**src/rtl/alu_multicycle.sv**
```systemverilog
// Multicycle ALU: one operation per handshake with a registered result. Most ops take one cycle;
// MUL (shift-add) and DIV (restoring) iterate WIDTH cycles. Define ALU_DIV_EN to build the divider.
module alu_multicycle #(
  parameter int WIDTH = 16
) (
  input  logic               clock,
  input  logic               reset,
  input  logic               in_valid,
  output logic               in_ready,
  input  logic [5:0]         opcode,
  input  logic [WIDTH-1:0]   src_a,
  input  logic [WIDTH-1:0]   src_b,
  input  logic [WIDTH-1:0]   imm,
  output logic               out_valid,
  input  logic               out_ready,
  output logic [2*WIDTH-1:0] result,
  output logic               err
);
  localparam int SHW = $clog2(WIDTH);

  typedef enum logic [1:0] {IDLE, BUSY, DONE} state_t;

  state_t             state_q, state_d;
  logic [SHW-1:0]     cnt_q, cnt_d;
  logic [WIDTH-1:0]   hi_q, hi_d, lo_q, lo_d, opnd_q, opnd_d;
  logic               is_div_q, is_div_d;
  logic [2*WIDTH-1:0] result_q, result_d;
  logic               err_q, err_d;

  logic [WIDTH-1:0]   alu_res;
  logic               alu_err, op_mul, op_div;
  logic [WIDTH:0]     mul_sum;
  logic [WIDTH-1:0]   step_hi, step_lo;
`ifdef ALU_DIV_EN
  logic [WIDTH:0]     div_shift, div_trial;
`endif

  assign in_ready  = (state_q == IDLE);
  assign out_valid = (state_q == DONE);
  assign result    = result_q;
  assign err       = err_q;

  always_comb begin
    alu_res = '0;
    alu_err = 1'b0;
    op_mul  = 1'b0;
    op_div  = 1'b0;
    case (opcode)
      6'h00:   alu_res = imm;
      6'h01:   alu_res = src_a;
      6'h04:   alu_res = src_b + src_a;
      6'h05:   alu_res = src_b - src_a;
      6'h06:   alu_res = -src_a;
      6'h07:   op_mul  = 1'b1;
`ifdef ALU_DIV_EN
      6'h08:   op_div  = 1'b1;
`endif
      6'h09:   alu_res = src_b | src_a;
      6'h0A:   alu_res = src_b ^ src_a;
      6'h0B:   alu_res = ~(src_b & src_a);
      6'h0C:   alu_res = ~(src_b | src_a);
      6'h0D:   alu_res = ~(src_b ^ src_a);
      6'h0E:   alu_res = ~src_a;
      6'h0F:   alu_res = src_b << src_a[SHW-1:0];
      6'h10:   alu_res = src_b >> src_a[SHW-1:0];
      default: alu_err = 1'b1;
    endcase
  end

  always_comb begin
    state_d  = state_q;
    cnt_d    = cnt_q;
    hi_d     = hi_q;
    lo_d     = lo_q;
    opnd_d   = opnd_q;
    is_div_d = is_div_q;
    result_d = result_q;
    err_d    = err_q;

    // MUL: {hi,lo} shifts right, adding the multiplicand into hi when the multiplier LSB is set
    mul_sum = {1'b0, hi_q} + (lo_q[0] ? {1'b0, opnd_q} : '0);
    step_hi = mul_sum[WIDTH:1];
    step_lo = {mul_sum[0], lo_q[WIDTH-1:1]};
`ifdef ALU_DIV_EN
    // DIV: hi holds the partial remainder, quotient bits shift into lo from the right
    div_shift = {hi_q, lo_q[WIDTH-1]};
    div_trial = div_shift - {1'b0, opnd_q};
    if (is_div_q) begin
      step_hi = div_trial[WIDTH] ? div_shift[WIDTH-1:0] : div_trial[WIDTH-1:0];
      step_lo = {lo_q[WIDTH-2:0], ~div_trial[WIDTH]};
    end
`endif

    case (state_q)
      IDLE: begin
        if (in_valid) begin
          cnt_d    = '0;
          is_div_d = 1'b0;
          result_d = {{WIDTH{1'b0}}, alu_res};
          err_d    = alu_err;
          state_d  = DONE;
          if (op_mul) begin
            hi_d    = '0;
            lo_d    = src_a;
            opnd_d  = src_b;
            state_d = BUSY;
          end else if (op_div) begin
            if (src_a == '0) begin
              result_d = {{WIDTH{1'b0}}, {WIDTH{1'b1}}};
              err_d    = 1'b1;
            end else begin
              hi_d     = '0;
              lo_d     = src_b;
              opnd_d   = src_a;
              is_div_d = 1'b1;
              state_d  = BUSY;
            end
          end
        end
      end
      BUSY: begin
        hi_d = step_hi;
        lo_d = step_lo;
        if (cnt_q == SHW'(WIDTH-1)) begin
          state_d  = DONE;
          err_d    = 1'b0;
          result_d = is_div_q ? {{WIDTH{1'b0}}, step_lo} : {step_hi, step_lo};
        end else begin
          cnt_d = cnt_q + SHW'(1);
        end
      end
      DONE: begin
        if (out_ready) state_d = IDLE;
      end
      default: state_d = IDLE;
    endcase
  end

  always_ff @(posedge clock or posedge reset) begin
    if (reset) begin
      state_q  <= IDLE;
      cnt_q    <= '0;
      hi_q     <= '0;
      lo_q     <= '0;
      opnd_q   <= '0;
      is_div_q <= 1'b0;
      result_q <= '0;
      err_q    <= 1'b0;
    end else begin
      state_q  <= state_d;
      cnt_q    <= cnt_d;
      hi_q     <= hi_d;
      lo_q     <= lo_d;
      opnd_q   <= opnd_d;
      is_div_q <= is_div_d;
      result_q <= result_d;
      err_q    <= err_d;
    end
  end

endmodule

```
**config.mk**
```make
export PLATFORM = sky130hd
export DESIGN_NAME = alu_multicycle
export DESIGN_NICKNAME = d
export VERILOG_FILES = /design/src/rtl/alu_multicycle.sv
export SDC_FILE = /design/constraint.sdc
export NUM_CORES = 1
export LEC_CHECK = 0
export ABC_AREA = 1
export BUFFER_PORTS_ARGS = -buffer_cell sky130_fd_sc_hd__buf_2
export CORE_ASPECT_RATIO = 1.2
export CORE_UTILIZATION = 50
export DETAILED_ROUTE_END_ITERATION = 7
export PLACE_DENSITY = 0.79
export SETUP_SLACK_MARGIN = 0.15
export SLEW_MARGIN = 20
export SYNTH_ARGS = -nofsm -noshare
export SYNTH_HDL_FRONTEND = slang
export SYNTH_SLANG_ARGS = --single-unit
export TNS_END_PERCENT = 50
```
**constraint.sdc**
```tcl
create_clock -name clock -period 6.4 [get_ports clock]
set_input_delay 1.92 -clock clock [delete_from_list [all_inputs] [get_ports clock]]
set_output_delay 1.92 -clock clock [all_outputs]
set_load 0.05 [all_outputs]
```
* After elaboration in Yosys (flattened, before gate mapping)
Index checks and enable logic that the tools add are counted.
Word-level totals: output and inout port bits 35, input bits 58, word-level logic and storage cells 75, bits in registers 87
Operators by class: reduce and logical (&&, ||, !) cells 9, add/sub/neg operators 5, shift-type cells 2, equal/unequal tests 21, multiplexer cells 24, bitwise operators 7
Operator list (count):
- $pmux 16 s13 | 1
- $mux 16 | 5
- $mux 32 | 2
- $not 16->16 | 4
- $pmux 16 s2 | 2
- $pmux 32 s2 | 1
- $eq 6x4->1 const B | 7
- $eq 6x3->1 const B | 4
- $add 16x16->17 | 1
- $add 16x16->16 | 1
- $and 16x16->16 | 1
- $neg 16->16 | 1
- $or 16x16->16 | 1
- $shl 16x4->16 | 1
- $shr 16x4->16 | 1
- $sub 16x16->16 | 1
- $xor 16x16->16 | 1
- $reduce_and 3->1 | 5
- $reduce_or 14->1 | 1
- $mux 2 | 4
- $mux 4 | 2
- $pmux 4 s2 | 1
- $eq 6x1->1 const B | 1
- $eq 6x5->1 const B | 1
- other kinds (12) | 18

* Logic depth before layout (Yosys ltp)
Gate-level depths: netlist of the first run.
depth in word-level cells 5, mapped depth 20, depth with buffers taken out 19

* Worst setup path after synthesis of the first run
OpenSTA, ideal clock, no wires.
kind input to register, from input opcode[4], to register result_q[10] (netlist: result[10]), slack 2.210 ns, cell stages on the path 19, library setup time 0.077 ns, data required time 6.323 ns, buffers on the path 1, data arrival time 4.113 ns, path through inv_1 -> nand2_1 -> nor2_2 -> nand2_1 -> clkbuf_1 -> nand2_1 -> ha_1 -> fa_1 -> inv_1 -> nand3_1 -> nand3_1 -> nand2_1 -> nand2_1 -> nand2_1 -> nand3b_1 -> nand3_1 -> nand3_1 -> nand2_1 -> a21oi_1
Between the ends: word-level cells in the longest chain between the ends 4, elaborated cells between the ends (all ways) 16, classes of those cells eq/ne: 12; mux: 3; reduce/logical: 1
RTL lines:
- from (decl) | RTL line 10 | input logic [5:0] opcode,
- $eq 6x5->1 (tied with other cells) | RTL line 48 | case (opcode)
- $pmux 16 s13 * | RTL line 48
- $mux 32 * | RTL line 96 | if (in_valid) begin
- $pmux 32 s2 * | RTL line 94 | case (state_q)
- to (signal assigned) | RTL line 156 | result_q <= result_d;
- to (decl) | RTL line 27 | logic [2*WIDTH-1:0] result_q, result_d;
Every way passes the cells marked *; elsewhere a longest branch is shown, timed or not. The select of a mux whose other input is x is not followed. A chain may end at the register's enable or synchronous reset.

* Final worst setup path of the first run
from input opcode[4], to register result_q[14] (netlist: result[14])
The elaborated chain is that of the path after synthesis.

==> results.yml, run 1 <==
floorplanning:
  start_util_pct: 51.7
  die_y_um: 150
  die_area_sq_um: 18900
  ios: 93
  die_x_um: 126
  row_count: 53
  core_area_sq_um: 17700
sta:
  slew_viol_final: 0
  hold_violations: 0
  post-route-worst-setup-slack_ns: 1.91
  fin_crit_ns: 4.49
  max_freq_mhz: 223
  setup_tns_ns: 0
  setup_viol: 0
  rsz0062_at_grt: "no"
  maxSlewHeadroom_pct: 38.2
  worst_pin_slew_ns: 0.924
  period_share_pct: 70.2
  skew_ns: 0.0108
clock_tree:
  postCtsResizedCells: 0
  cts_root_buf: "clkbuf_16"
  clk_pin_slew_ns: 0.07
  cts_setup_buffers: 0
  cts_hold_buf: 0
  cts_made_buffers: 9
  cts.path.max_buffers: 2
  h-tree-depth: 3
  cts_sinks: 87
  cts_tree: "done"
  clk_latency_ns: 0.36
worst_setup_path:
  critPathLaunchType: "primary input"
  cp-end-kind: "flip-flop"
  worstPathArrival_ns: 4.73
  required_ns: 6.64
  max_stage_delay_ns: 0.56
  path_cells: "buf_2 > inv_1 > nand2_1 > nor2_2 > nand2_1 > nand2_1 > ha_1 > fa_1 > inv_1 > nand3_1 > nand3_1 > nand2_1 > nand2_1 > nand2_1 > nand2_1 > nand2_1 > nand3_1 > nand3_1 > nand2_1 > a21oi_1"
  cp_max_fo: 17
  cp_num_buf_inv: 3
  critPathKind: "in -> reg"
  crit_top_cell: "nand2_1"
  cp_top_family: "simple AND/OR/NAND/NOR gates"
  critPathSlowestCell: "nand2_1"
logic_synthesis:
  yosysTopAreaCellShare_pct: 23.8
  synth_cell_types: 45
  syn_inst: 1552
  synth_ff_type: "dfrtp_1"
  netlist_area_sq_um: 9150
  syn-num-nets: 1682
  synth_seq_cells: 87
  synth_area_leaders: "dfrtp_1, nand2_1, ha_1"
  ys_warn_count: 0
  synth_edf_count: 0
  yosysSeqAreaShare_pct: 23.8
  synth.largest_area_cell: "dfrtp_1"
  syn_area_per_cell_sq_um: 5.90
  async_flop_share_pct: 100
power_and_ir_drop:
  p_per_area_nw_per_um2: 265
  ir_worst_vdd_mv: 0.149
  clkPwrFrac_pct: 21.1
  pwr-share-comb_pct: 46.9
  p_int_mw: 1.40
  seqPwrFrac_pct: 32.0
  p_switching_mw: 1.26
  p_leak_nw: 5.68
  sw_frac_of_total_pct: 47.2
placement:
  dpl.cell_count: 1825
  pre_cts_slack_ns: 1.58
  io_buffers: 92
  gp_congestion: 1.09
  dp_hpwl_um: 26100
detailed_routing:
  drc: 4
  vias: 10502
  vias_per_cell: 5.70
  wl_per_cell_um: 18.2
  first_iter_violations: 880
  drt_wl_total_um: 33500
  dr.pass1.iters: 8
  ant_nets: 0
global_routing:
  antenna_found_initial: 0
  grt_max_degree: 50
  grt_first_pass_wirelength_um: 52200
  overflow: 0
  grt_pass1_vias: 9850
  grt_use_total_pct: 36.4
outcome:
  violations: "DRC"
  status: "finished with violations"
min_path:
  hold_path_class: "reg -> reg"
layout:
  drive_above_1_share_pct: 9.38
  antennaDiodeCount: 0
  nFillCells: 1855
  fin_cells: 1841
  syn2layout_area_growth_pct: 9.73
  nets: 1746
job:
  cap_violations: 0
==> kinds of logic (layout without fill, tap and decap cells) <==
| group | Yosys count | in the layout | synth area share (%) |
|---|---|---|---|
| multiplexers | 1 | 1 | 0.109 |
| AND/OR/NAND/NOR | 916 | 916 | 41.9 |
| flip-flops | 87 | 87 | 23.8 |
| XOR/XNOR | 3 | 3 | 0.287 |
| adder cells (fa/ha/maj) | 72 | 72 | 10.1 |
| AO/OA/AOI/OAI | 232 | 232 | 13.4 |
| buffers and inverters | 241 | 310 | 10.4 |
==> synth_stat cells (all sizes together) (2+ instances only) <==
master	count
a21o	2
a21oi	80
a22oi	4
a31oi	2
and2	7
buf	24
clkbuf	22
clkinv	4
dfrtp	87
fa	3
ha	69
inv	191
nand2	527
nand3	159
nand3b	6
nand4	11
nor2	189
nor3	10
nor4	3
o211ai	4
o21ai	124
o21bai	3
o22ai	5
o31ai	3
or2	4
xnor2	2
==> cell type report <==
class / instances / area (sq um) / area share, %
well taps: 220 / 275 / 2.74
clock inverters: 7 / 91.3 / 0.910
repair buffers: 99 / 513 / 5.11
clock buffers: 9 / 225 / 2.24
flip-flops and latches: 87 / 2180 / 21.7
multi-input cells: 1224 / 6030 / 60.0
inverters: 195 / 733 / 7.30
==> tightest hold or removal path: stages (launching register included) <==
cell     delay, ns
dfrtp_1       0.34
nand2_1       0.05
o21ai_0       0.06
==> registers in the layout, indices dropped and copies added (netlist names) <==
name     count
cnt_q        4
opnd_q      16
result      32
lo_q        16
state_q      2
hi_q        16
err          1
==> cell usage in the layout, fill, tap and decap left out, drive strengths merged, types with 2 or more instances in the layout <==
cell,Yosys,final
o31ai,3,3
nor3,10,10
o21ai,124,124
a21o,2,2
dfrtp,87,87
nand3b,6,6
xnor2,2,2
nand4,11,11
buf,24,99
clkinv,4,7
o211ai,4,4
nor4,3,3
o21bai,3,3
nand2,527,527
o22ai,5,5
or2,4,4
and2,7,7
a21oi,80,80
clkbuf,22,9
nand3,159,159
a31oi,2,2
ha,69,69
fa,3,3
inv,191,193
a22oi,4,4
nor2,189,189
==> metrics by stage <==
| step | total power, mW | area [sq um] | util (%) | hold slack, ns |
|---|---|---|---|---|
| after global routing | 2.86 | 10000 | 56.7 | 0.498 |
| after detailed placement | 2.10 | 9730 | 54.9 | 0.468 |
| after floorplan | 1.76 | 9150 | - | 0.448 |
| final | 2.66 | 10000 | 56.7 | 0.479 |
| after CTS | 2.66 | 10000 | 56.7 | 0.485 |
| after global placement | 2.07 | 9730 | 54.9 | 0.460 |
==> routing by layer <==
layer	routed length, um	track usage, %	vias up
li1	-	-	5099
met1	12700	42.1	4758
met2	15700	62.7	498
met3	2850	5.69	147
met4	2260	24.1	0
met5	0	0	-
==> power groups by stage <==
stage          logic, mW  registers [mW]  clock network (mW)
2_1_floorplan      0.738            1.02                   0
3_3_place_gp        1.22           0.854                   0
3_5_place_dp        1.24           0.858                   0
4_1_cts             1.24           0.850               0.571
5_1_grt             1.39           0.879               0.588
6_report            1.25           0.851               0.561
==> path summary, 6_finish.rpt <==
kind / from / to / slack [ns] / cells past startpoint
worst max-delay path: opcode[4] / result[14]$_DFFE_PP0P_ / 1.91 / 20
worst min-delay path: result[27]$_DFFE_PP0P_ / result[27]$_DFFE_PP0P_ / 0.48 / 2
worst max register to register: lo_q[0]$_DFFE_PP0P_ / result[25]$_DFFE_PP0P_ / 3.70 / 13
worst min register to register: result[27]$_DFFE_PP0P_ / result[27]$_DFFE_PP0P_ / 0.48 / 2
max in group asynchronous: reset / result[5]$_DFFE_PP0P_ / 3.74 / 3
min in group asynchronous: reset / result[24]$_DFFE_PP0P_ / 1.64 / 2
No activity file was read; power rests on OpenSTA's default activity.
==> run 2: changes to the inputs <==
ABC_AREA = 0   (was 1)
PLACE_DENSITY = 0.82   (was 0.79)
clock period = 3.9 ns   (was 6.4 ns; I/O delays follow)
==> results.yml, run 2 <==
sta:
  setup_tns_ns: 0
  hold_violations: 0
  rsz0062_at_grt: "yes"
  max_freq_mhz: 273
  worst_hold_slack_ns: 0.471
  skew_ns: 0.00922
  fin_crit_ns: 3.66
  post-route-worst-setup-slack_ns: 0.242
  period_share_pct: 93.8
  setup_viol: 0
  maxSlewHeadroom_pct: 47.8
  slew_viol_final: 0
  worst_pin_slew_ns: 0.782
logic_synthesis:
  synth_ff_type: "dfrtp_1"
  synth_area_leaders: "dfrtp_1, ha_1, mux4_2"
  yosysSeqAreaShare_pct: 24.6
  synth_cell_types: 82
  yosysTopAreaCellShare_pct: 24.6
  synth.largest_area_cell: "dfrtp_1"
  yosys-top-cells-count: "nand2_1, nor2_1, dfrtp_1"
  yosysMostFrequentCell: "nand2_1"
  netlist_area_sq_um: 8850
  async_flop_share_pct: 100
  ys_warn_count: 0
  syn_area_per_cell_sq_um: 8.26
  synth_edf_count: 0
  syn-num-nets: 1201
  synth_seq_cells: 87
  syn_inst: 1071
clock_tree:
  h-tree-depth: 3
  cts_made_buffers: 9
  cts.path.max_buffers: 2
  cts_hold_buf: 0
  cts_root_buf: "clkbuf_16"
  cts_tree: "done"
  cts_sinks: 87
  clk_pin_slew_ns: 0.07
  clk_latency_ns: 0.34
  cts_setup_buffers: 0
detailed_routing:
  dr.pass1.iters: 6
  drt_wl_total_um: 36000
  ant_nets: 0
  drc: 0
  first_iter_violations: 1109
  vias_per_cell: 6.69
  vias: 9686
  wl_per_cell_um: 24.9
floorplanning:
  die_area_sq_um: 18200
  ios: 93
  die_x_um: 123
  core_area_sq_um: 17100
  die_y_um: 148
  start_util_pct: 51.7
  row_count: 52
layout:
  nets: 1356
  nFillCells: 1511
  mostFrequentLayoutCell: "nand2_1"
  fin_util_pct: 62.1
  antennaDiodeCount: 0
  drive_above_1_share_pct: 25.0
  largest_register_ffs: 32
  final_cell_mix: "nand2_1, buf_4, nor2_1"
  syn2layout_area_growth_pct: 20.1
min_path:
  hold_path_class: "reg -> reg"
power_and_ir_drop:
  design_power_total_mw: 3.45
  p_leak_nw: 4.91
  ir_worst_vdd_mv: 0.198
  p_per_area_nw_per_um2: 325
job:
  cap_violations: 0
worst_setup_path:
  critPathSlowestCell: "fa_2"
  worstPathArrival_ns: 3.91
  cp_max_fo: 7
  critPathLaunchType: "primary input"
  max_stage_delay_ns: 0.37
  critPathKind: "in -> reg"
  cp-end-kind: "flip-flop"
  path_cells: "buf_2 > nor4b_4 > buf_12 > nand2_1 > buf_4 > nand2_1 > ha_1 > fa_2 > nand2b_4 > a21o_1 > buf_4 > a211oi_4 > nor3_2 > o31ai_1 > xnor2_1 > o31ai_1"
  required_ns: 4.15
global_routing:
  grt_pass1_vias: 9401
  grt_first_pass_wirelength_um: 54500
  grt_use_total_pct: 40.5
  antenna_found_initial: 0
  grt_max_degree: 48
  overflow: 0
placement:
  gp_congestion: 1.08
  io_buffers: 92
  pre_cts_slack_ns: -0.329
  dp_hpwl_um: 28100
outcome:
  status: "finished, final reports clean"
==> run 2: where the power goes <==
group	internal, mW	leakage, nW	switching [mW]	total [mW]
combinational	0.544	3.66	0.824	1.37
clock	0.599	0.163	0.372	0.972
sequential	1.02	1.09	0.0904	1.11
total	2.16	4.91	1.29	3.45
==> run 2: timing repair <==
item	CTS	global route
resized for setup	1	7
pin swaps	0	2
endpoints found under the setup margin	3	13
==> run 2: routing by layer <==
layer | GRT usage, % | wire length [um] | vias to the layer above
li1 | - | - | 4302
met3 | 8.22 | 3380 | 155
met4 | 26.6 | 2550 | 0
met2 | 62.9 | 16300 | 645
met1 | 50.4 | 13800 | 4584
met5 | 0 | 0 | -
==> run 2: worst paths after layout <==
path | endpoint | depth (start not counted) | from | slack, ns
worst min register to register | result[17]$_DFFE_PP0P_ | 2 | result[17]$_DFFE_PP0P_ | 0.47
worst min-delay path | result[17]$_DFFE_PP0P_ | 2 | result[17]$_DFFE_PP0P_ | 0.47
worst max-delay path | result[14]$_DFFE_PP0P_ | 16 | opcode[2] | 0.24
worst max register to register | result[31]$_DFFE_PP0P_ | 11 | lo_q[0]$_DFFE_PP0P_ | 0.54
max in group asynchronous | opnd_q[2]$_DFFE_PP0P_ | 3 | reset | 2.25
min in group asynchronous | cnt_q[1]$_DFFE_PP0P_ | 2 | reset | 0.94
==> run 2: worst max-delay path: cells and delay by family <==
kind            cells  cell delay [ns]
simple gates        5             0.54
fa+ha+maj           2             0.58
xor+xnor            1             0.10
compound gates      4             1.01
buf+inv             4             0.50
==> run 2: layout make-up <==
type / instances / area (sq um) / area share (%)
Clock buffer: 12 / 256 / 2.41
Clock inverter: 4 / 77.6 / 0.730
Inverter: 49 / 185 / 1.74
Multi-Input combinational cell: 867 / 6250 / 58.8
Sequential cell: 87 / 2180 / 20.5
Tap cell: 216 / 270 / 2.54
Timing Repair Buffer: 212 / 1410 / 13.3
==> run 2: cell families (layout without fill, tap and decap cells) <==
group	Yosys count	in the layout	synth area share (%)
and+or+nand+nor	378	378	20.7
AOI/OAI and AO/OA	323	323	24.5
buffers and inverters	117	277	5.44
DFF	87	87	24.6
adders and majority gates	72	72	10.4
muxes	66	66	11.6
xor gates and xnor gates	28	28	2.77
==> run 2: through the flow <==
step	cells	instance area, sq um
detailed placement	1431	10300
global placement	1431	10300
CTS	1447	10600
finish	1447	10600
global route	1447	10600
floorplan	1071	8860
==> run 3: changes to the inputs <==
ABC_AREA = 1   (was 0)
==> results.yml, run 3 (same netlist as run 1, synthesis figures left out) <==
outcome:
  status: "finished with violations"
  violations: "DRC"
clock_tree:
  clk_pin_slew_ns: 0.07
  cts_setup_buffers: 0
  cts_hold_buf: 0
  cts.path.max_buffers: 2
  cts_sinks: 87
  postCtsResizedCells: 0
  clk_latency_ns: 0.36
  cts_tree: "done"
  cts_made_buffers: 9
  cts_root_buf: "clkbuf_16"
  h-tree-depth: 3
min_path:
  hold_path_class: "reg -> reg"
  holdPathStages: 2
worst_setup_path:
  critPathKind: "in -> reg"
  critPathLaunchType: "primary input"
  required_ns: 4.18
  worstPathArrival_ns: 3.66
  cp_max_fo: 14
  cp-end-kind: "flip-flop"
  rr_worst_depth: 13
floorplanning:
  ios: 93
  start_util_pct: 51.7
  row_count: 53
  die_area_sq_um: 18900
  die_y_um: 150
  die_x_um: 126
  core_area_sq_um: 17700
global_routing:
  overflow: 0
  antenna_found_initial: 0
  grt_use_total_pct: 37.2
  grt_max_degree: 47
  grt_first_pass_wirelength_um: 53400
  grt_pass1_vias: 9959
power_and_ir_drop:
  seqPwrFrac_pct: 31.3
  p_leak_nw: 5.76
  pwr-share-comb_pct: 47.1
  p_switching_mw: 2.08
  p_per_area_nw_per_um2: 440
  sw_frac_of_total_pct: 46.5
  ir_worst_vdd_mv: 0.268
  p_int_mw: 2.40
  clkPwrFrac_pct: 21.6
  design_power_total_mw: 4.47
layout:
  mostFrequentLayoutCell: "nand2_1"
  syn2layout_area_growth_pct: 11.1
  largest_register_ffs: 32
  drive_above_1_share_pct: 10.1
  final_cell_mix: "nand2_1, inv_1, nor2_1"
  nets: 1759
sta:
  setup_tns_ns: 0
  rsz0062_at_grt: "no"
  maxSlewHeadroom_pct: 41.0
  skew_ns: 0.00925
  worst_pin_slew_ns: 0.883
  setup_viol: 0
  slew_viol_final: 0
  period_share_pct: 86.7
  fin_crit_ns: 3.38
  max_freq_mhz: 296
  hold_violations: 0
placement:
  io_buffers: 92
  dp_hpwl_um: 27200
  gp_congestion: 1.03
detailed_routing:
  drt-met1-wl_um: 13300
  drc: 10
  wl_per_cell_um: 18.3
  wl_met3_um: 2440
  wl_met2_um: 15800
  vias: 10497
  routed.top_layer: "met4"
  vias_per_cell: 5.66
  dr.pass1.iters: 8
  drt_wl_total_um: 34000
  first_iter_violations: 911
  ant_nets: 0
job:
  cap_violations: 0
[run 3: stage by stage]
step	hold slack, ns	cell area [sq um]	instances	setup WS (ns)	util (%)
floorplan	0.448	9150	1552	0.460	-
global placement	0.461	9840	1838	0.144	55.6
detailed placement	0.468	9840	1838	0.159	55.6
CTS	0.483	10200	1854	0.522	57.4
global route	0.503	10200	1854	0.248	57.4
finish	0.477	10200	1855	0.518	57.4
[run 3: path summary, 6_finish.rpt]
kind,from,end,slack (ns)
worst max register to register,lo_q[0]$_DFFE_PP0P_,result[25]$_DFFE_PP0P_,1.31
worst min register to register,result[20]$_DFFE_PP0P_,result[20]$_DFFE_PP0P_,0.48
max in group asynchronous,reset,hi_q[5]$_DFFE_PP0P_,2.33
min in group asynchronous,reset,hi_q[9]$_DFFE_PP0P_,0.91
worst min-delay path,result[20]$_DFFE_PP0P_,result[20]$_DFFE_PP0P_,0.48
worst max-delay path,opcode[4],result[10]$_DFFE_PP0P_,0.52
[run 3: cell type report]
| cell class | count | area [sq um] |
|---|---|---|
| Antenna cell | 1 | 2.50 |
| Clock buffer | 10 | 239 |
| Clock inverter | 6 | 92.6 |
| Fill cell | 1835 | 7540 |
| Inverter | 195 | 733 |
| Multi-Input combinational cell | 1224 | 6030 |
| Sequential cell | 87 | 2180 |
| Tap cell | 220 | 275 |
| Timing Repair Buffer | 112 | 623 |
[run 3: critical path, stage by stage]
cell	delay, ns
buf_2	0.11
inv_1	0.05
nand2_1	0.11
nor2_2	0.06
nand2_1	0.18
buf_4	0.25
nand2_1	0.11
fa_1	0.43
inv_1	0.08
nand3_1	0.06
nand3_1	0.21
nand2_1	0.11
nand2_1	0.12
nand2_1	0.08
nand3b_1	0.08
nand3_1	0.12
nand3_1	0.12
nand2_1	0.06
a21oi_1	0.15
[run 3: power by group through the flow]
stage | Combinational [mW] | Clock, mW | Sequential, mW
finish | 2.11 | 0.967 | 1.40
global route | 2.34 | 1.00 | 1.43
CTS | 2.09 | 0.971 | 1.40
detailed placement | 2.08 | 0 | 1.41
global placement | 2.05 | 0 | 1.40
floorplan | 1.21 | 0 | 1.68
[run 3: per-layer routing]
layer / up-vias / GRT usage [%]
met2: 465 / 63.8
met4: 0 / 26.3
met3: 127 / 4.94
met1: 4769 / 43.2
li1: 5136 / -
met5: - / 0
